<file path="src/rtl/logic_unit_pipe.sv">
// logic_unit_pipe: pipelined bitwise/rotate logic unit with valid/ready on both sides.
// Result and zero flag are computed before stage 1 and shifted through STAGES registers.
// Optional macro LOGIC_UNIT_PARITY_EN adds the Logic_Parity output, piped with the data.
module logic_unit_pipe #(
  parameter int unsigned WIDTH  = 16,
  parameter int unsigned STAGES = 2
) (
  input  logic             CLK_logic,
  input  logic             RST_logic,
  input  logic             in_valid,
  output logic             in_ready,
  input  logic [WIDTH-1:0] A_logic,
  input  logic [WIDTH-1:0] B_logic,
  input  logic [2:0]       ALU_FUN_logic,
  output logic             out_valid,
  input  logic             out_ready,
  output logic [WIDTH-1:0] Logic_OUT,
  output logic             Logic_Flag,
  output logic             busy
`ifdef LOGIC_UNIT_PARITY_EN
  ,
  output logic             Logic_Parity
`endif
);

  localparam int unsigned SHW  = $clog2(WIDTH);
  localparam int unsigned LAST = STAGES - 1;

  logic [WIDTH-1:0]   result;
  logic [SHW-1:0]     amt;
  logic [2*WIDTH-1:0] rol_w;
  logic [2*WIDTH-1:0] ror_w;

  logic [STAGES-1:0]  valid_q;
  logic [STAGES-1:0]  load;
  logic [STAGES-1:0]  drain;
  logic [WIDTH-1:0]   data_q [STAGES];
  logic [STAGES-1:0]  zero_q;
`ifdef LOGIC_UNIT_PARITY_EN
  logic [STAGES-1:0]  parity_q;
`endif

  // Operation decode; rotates use the doubled operand so amount 0 needs no special case.
  always_comb begin
    result = '0;
    amt    = B_logic[SHW-1:0];
    rol_w  = {A_logic, A_logic} << amt;
    ror_w  = {A_logic, A_logic} >> amt;
    unique case (ALU_FUN_logic)
      3'b000: result = A_logic & B_logic;
      3'b001: result = A_logic | B_logic;
      3'b010: result = ~(A_logic & B_logic);
      3'b011: result = ~(A_logic | B_logic);
      3'b100: result = A_logic ^ B_logic;
      3'b101: result = ~(A_logic ^ B_logic);
      3'b110: result = rol_w[2*WIDTH-1:WIDTH];
      3'b111: result = ror_w[WIDTH-1:0];
    endcase
  end

  // Drain/advance chain from the output back to the input, so a downstream accept frees a full pipe.
  always_comb begin
    drain       = '0;
    load        = '0;
    drain[LAST] = valid_q[LAST] & out_ready;
    for (int k = int'(LAST) - 1; k >= 0; k--) begin
      drain[k] = valid_q[k] & (~valid_q[k+1] | drain[k+1]);
    end
    in_ready = ~valid_q[0] | drain[0];
    load[0]  = in_valid & in_ready;
    for (int k = 1; k < int'(STAGES); k++) begin
      load[k] = valid_q[k-1] & (~valid_q[k] | drain[k]);
    end
  end

  // Stage registers: valid bits plus result, zero flag (and parity) travelling together.
  always_ff @(posedge CLK_logic or negedge RST_logic) begin
    if (!RST_logic) begin
      valid_q <= '0;
      zero_q  <= '0;
`ifdef LOGIC_UNIT_PARITY_EN
      parity_q <= '0;
`endif
      for (int k = 0; k < int'(STAGES); k++) begin
        data_q[k] <= '0;
      end
    end else begin
      for (int k = 0; k < int'(STAGES); k++) begin
        if (load[k]) begin
          valid_q[k] <= 1'b1;
        end else if (drain[k]) begin
          valid_q[k] <= 1'b0;
        end
      end
      if (load[0]) begin
        data_q[0] <= result;
        zero_q[0] <= (result == '0);
`ifdef LOGIC_UNIT_PARITY_EN
        parity_q[0] <= ^result;
`endif
      end
      for (int k = 1; k < int'(STAGES); k++) begin
        if (load[k]) begin
          data_q[k] <= data_q[k-1];
          zero_q[k] <= zero_q[k-1];
`ifdef LOGIC_UNIT_PARITY_EN
          parity_q[k] <= parity_q[k-1];
`endif
        end
      end
    end
  end

  assign out_valid  = valid_q[LAST];
  assign Logic_OUT  = data_q[LAST];
  assign Logic_Flag = valid_q[LAST] & zero_q[LAST];
  assign busy       = |valid_q;
`ifdef LOGIC_UNIT_PARITY_EN
  assign Logic_Parity = parity_q[LAST];
`endif

endmodule

</file>
<file path="config.mk">
export PLATFORM = sky130hd
export DESIGN_NAME = logic_unit_pipe
export DESIGN_NICKNAME = d
export VERILOG_FILES = /design/src/rtl/logic_unit_pipe.sv
export SDC_FILE = /design/constraint.sdc
export NUM_CORES = 1
export LEC_CHECK = 0
export ABC_AREA = 1
export BUFFER_PORTS_ARGS = -buffer_cell sky130_fd_sc_hd__buf_2
export CAP_MARGIN = 10
export CORE_ASPECT_RATIO = 0.8
export CORE_MARGIN = 1.5
export CORE_UTILIZATION = 56
export DETAILED_ROUTE_END_ITERATION = 12
export PLACE_DENSITY = 0.78
export SYNTH_ARGS = -nofsm -noshare
export SYNTH_HDL_FRONTEND = slang
export SYNTH_SLANG_ARGS = --single-unit
</file>
<file path="constraint.sdc">
create_clock -name CLK_logic -period 1.9 [get_ports CLK_logic]
set_clock_uncertainty 0.2 [all_clocks]
set_input_delay 0 -clock CLK_logic [delete_from_list [all_inputs] [get_ports CLK_logic]]
set_output_delay 0 -clock CLK_logic [all_outputs]
set_load 0.01 [all_outputs]
</file>
After elaboration in Yosys (flattened, before gate mapping)
Index checks and enable logic that the tools add are counted.
{"block": "totals", "reg_bits": 36, "out_inout_bits": 20}
{"block": "op_classes", "eq_ne": 7, "shifts": 2, "mux": 5, "bitwise_logic": 14, "reduce_logical": 5}
{"op": "16-bit case mux with 8 select lines", "n": 1}
{"op": "16-bit inverter", "n": 3}
{"op": "32-bit by 4-bit left shift with 32-bit output", "n": 1}
{"op": "32-bit by 4-bit >> shifter with 16-bit output", "n": 1}
{"op": "16-bit AND", "n": 1}
{"op": "16-bit logical NOT", "n": 1}
{"op": "16-bit bitwise OR", "n": 1}
{"op": "16-bit XOR", "n": 1}
{"op": "3-bit equality test (second input constant)", "n": 4}
{"op": "3-bit by 2-bit equality test with 1-bit output (second input constant)", "n": 2}
{"op": "1-bit AND", "n": 4}
{"op": "1-bit two-way mux", "n": 4}
{"op": "2-bit nonzero test", "n": 2}
{"op": "3-bit by 1-bit equality test with 1-bit output (second input constant)", "n": 1}
{"op": "3-bit logical NOT", "n": 1}
{"op": "1-bit inverter", "n": 2}
{"op": "1-bit bitwise OR", "n": 2}
{"op": "2-bit OR reduction", "n": 1}

Logic depth before layout (Yosys ltp)
{"block": "logic_depth", "ltp_word": 6, "ltp_mapped": 16, "depth_no_buf": 14}

Worst setup path after synthesis
No wires, ideal clock.
{"block": "synth_path", "path_kind": "input-to-reg", "startpoint": "input B_logic[3]", "endpoint": "register zero_q[0]", "setup_ps": 66, "arrival_ps": 1690, "path_slack_ps": -55, "stages": 15, "path_buffers": 2, "cell_sequence": "clkbuf_1 inv_1 clkbuf_1 ha_1 o21ai_0 o21ai_0 a211oi_1 nand3_1 nand2_1 nand2_1 inv_1 nand2_1 nor2_1 nand2_1 nand2_1"}
{"block": "synth_via", "elab_chain_len": 4, "word_cells_on_any_way": 10}
{"item": "start: declaration", "line_no": "13", "text": "input logic [WIDTH-1:0] B_logic,"}
{"item": "parallel branches: the longest is 2 deep, another holds 32-bit by 4-bit >> shifter with 16-bit output"}
{"item": "16-bit case mux with 8 select lines *", "line_no": "49", "text": "unique case (ALU_FUN_logic)"}
{"item": "16-bit logical NOT *", "line_no": "97", "text": "zero_q[0] <= (result == '0);"}
{"item": "end signal: assignment", "line_no": "97"}
{"item": "end signal: indexed assignment", "line_no": "105", "text": "zero_q[k] <= zero_q[k-1];"}
{"item": "end: declaration", "line_no": "38", "text": "logic [STAGES-1:0] zero_q;"}
Every way passes the cells marked *.
A chain may end at the register's enable or synchronous reset.

Worst setup path in the final report
{"block": "layout_path", "startpoint": "input A_logic[15]", "endpoint": "register zero_q[0]"}
{"block": "layout_via", "elab_chain_len": 4, "word_cells_on_any_way": 10}
{"item": "start: declaration", "line_no": "12", "text": "input logic [WIDTH-1:0] A_logic,"}
{"item": "parallel branches: the longest is 2 deep, another holds 32-bit by 4-bit >> shifter with 16-bit output"}
{"item": "16-bit case mux with 8 select lines *", "line_no": "49"}
{"item": "16-bit logical NOT *", "line_no": "97"}
Marked as above.

==> results.yml <==
final_layout:
  final_area_mm2: 0.00474
  layout_common_cells: "245 x nand3_1, 143 x nand2_1, 58 x buf_2, 53 x inv_1, 43 x o21ai_0"
  diodes: 0
  drive_gt1_share_pct: 16.8
  layout_commonest_cell: "nand3_1"
  area_delta_synth_final_pct: 14.1
  multiInputGateArea_mm2: 0.00276
  final_nets: 797
  nFillCells: 606
  regArea_um2: 901
pwr:
  powerDensity_mw_per_mm2: 651
  p_leak_nw: 2.48
  combPwrFrac_pct: 42.8
  ir_drop_v: 0.000611
  switching_share_pct: 40.6
  switching_power_mw: 1.25
  finalPower_mw: 3.09
  clkPwrFrac_pct: 22.9
  p_seq_share_pct: 34.3
  p_int_mw: 1.83
clock_network:
  cts_buffers: 5
  clkTransAtPathRegs_ns: 0.08
  root_buffer: "clkbuf_8"
  cts_buffer_depth: 2
  cts_setup_buffers: 0
  clock_latency_ns: 0.30
  cts_tree: "done"
  clock-sinks: 36
  htreeDepth: 2
setup_path:
  crit_required_ns: 1.94
  worstSetupStartpointType: "input port"
  end_kind: "flop"
  r2r_slack_ns: 0.25
  critical_path.cell_chain: "buf_2 > inv_1 > ha_1 > o21ai_1 > o21ai_0 > a211oi_1 > nand3_1 > o21ai_0 > nand3_1 > nor2_1 > nand2_1 > nand2_1"
  worstPathArrival_ns: 1.79
  cp_slowest_cell: "ha_1"
  cp_max_fo: 4
  critPathMaxStageDelay_ns: 0.32
  critPathKind: "in -> reg"
routing:
  drc: 0
  vias: 5225
  drtIter0Drc: 591
  detail_route.wl_per_cell_um: 17.7
  vias_per_cell: 6.42
  first_pass_iters: 6
  antenna_left: 0
  wirelength_um: 14400
logic_synthesis:
  syn-num-nets: 743
  ys_ff_latch: 36
  synth.distinct_cells: 27
  syn-instance-count: 672
  synth_area_mm2: 0.00415
  yosysWarnings: 0
  ys_seq_area_share_pct: 21.7
  synth_area_per_cell_um2: 6.18
timing:
  setup_violations: 0
  tns_ns: 0
  rsz0062_at_grt: "no"
  drv_slew: 0
  holdWs_ns: 0.121
  fmax_ghz: 0.574
  hold_viol: 0
  period_needed_ns: 1.74
  maxSlewHeadroom_pct: 47.7
  worst_pin_slew_ns: 0.784
  min_period_over_period_pct: 91.7
global_routing:
  met3_usage_pct: 6.48
  grt_pass1_wl_um: 23000
  grt_use_met2_pct: 58.7
  grt_pass1_vias: 4588
  met1_usage_pct: 51.4
  antenna_found_initial: 0
  grt_start_max_net_pins: 37
  track_usage_pct: 36.8
  grt_remaining_overflow: 0
  top_usage_layer: "met2"
worst_hold_path:
  hp-class: "in -> async"
place:
  dp_hpwl_um: 10900
  portBuffers: 58
  place.gp.congestion: 0.969
  placed_cell_area_mm2: 0.00460
floorplan:
  die_h_um: 80.0
  pin_count: 59
  fp.dieW_um: 99.3
  rows: 27
  dieArea_mm2: 0.00795
  start_util_pct: 59.1
  core-area_mm2: 0.00703
run:
  maxCapViolCount: 0
outcome:
  status: "finished clean"
-- power groups by stage --
stage                     Combinational (mW)  Sequential [mW]  Clock, mW
after CTS                               1.29             1.05      0.695
after detailed placement                1.27             1.07          0
final                                   1.32             1.06      0.706
after global routing                    1.46             1.08      0.724
after floorplan                        0.931             1.04          0
after global placement                  1.24             1.05          0
-- routing by layer --
layer / up-vias / routed length, um
li1: 2405 / -
met4: 0 / 525
met2: 399 / 6230
met5: - / 0
met1: 2364 / 6010
met3: 57 / 1670
-- synthesized netlist by cell type, drive strengths merged --
master	instances	area share [%]
nor2	13	1.2
nor3	7	1.1
a211oi	5	0.90
inv	58	5.2
clkbuf	17	1.5
a21oi	2	0.24
or2	9	1.4
o21a	1	0.18
o22ai	10	1.5
buf	35	5.1
nand3	246	30
nand4	3	0.45
nand2	143	13
dfrtp	36	22
nor3b	2	0.36
clkinv	1	0.090
o21ai	46	5.5
o211ai	4	0.72
o221ai	2	0.42
ha	32	9.6
-- final timing paths --
path / start / cells past startpoint / end
max in group asynchronous: RST_logic / 2 / data_q[20]$_DFFE_PN0P_
worst max-delay path: A_logic[15] / 12 / zero_q[0]$_DFFE_PN0P_
worst min register to register: data_q[22]$_DFFE_PN0P_ / 2 / Logic_OUT[6]$_DFFE_PN0P_
min in group CLK_logic: B_logic[6] / 5 / data_q[22]$_DFFE_PN0P_
worst max register to register: valid_q[1]$_DFFE_PN0P_ / 5 / Logic_OUT[4]$_DFFE_PN0P_
worst min-delay path: RST_logic / 2 / Logic_OUT[13]$_DFFE_PN0P_
-- flip-flops by register name, summed over array words and instances, names as in the netlist --
| name | flops |
|---|---|
| data_q | 16 |
| zero_q | 2 |
| Logic_OUT | 16 |
| valid_q | 2 |
-- stage by stage --
stage / setup WS, ns / cells / util [%]
final: 0.157 / 814 / 67.5
after global routing: 0.00681 / 814 / 67.5
after CTS: 0.164 / 814 / 67.5
after detailed placement: -0.103 / 803 / 65.5
after global placement: 0.00113 / 803 / 65.5
after floorplan: 0.0304 / 672 / -
-- critical path, delay by kind of cell --
kind	cells	cell delay, ns
and+or+nand+nor	5	0.51
buffers and inverters	2	0.20
adders and majority gates	1	0.32
AOI/OAI and AO/OA	4	0.74
-- area by class of cell --
type	instances	share of cell area (%)
Inverter	59	4.67
Sequential cell	36	19.0
Clock inverter	3	0.897
Clock buffer	5	1.45
Multi-Input combinational cell	525	58.1
Timing Repair Buffer	99	13.6
Tap cell	87	2.30
-- timing repair --
action	CTS	global route
setup endpoints to repair	0	1
gates resized for setup	0	1
hold buffers	3	0
endpoints found under the hold margin	40	0
-- cell families (layout without fill, tap and decap cells) --
family / Yosys count / after routing / share of synthesized area, %
compound gates: 70 / 70 / 9.52
fa+ha+maj: 32 / 32 / 9.64
buf+inv: 111 / 166 / 12.0
flops: 36 / 36 / 21.7
simple gates: 423 / 423 / 47.2
Power figures use the tool's default switching activity.
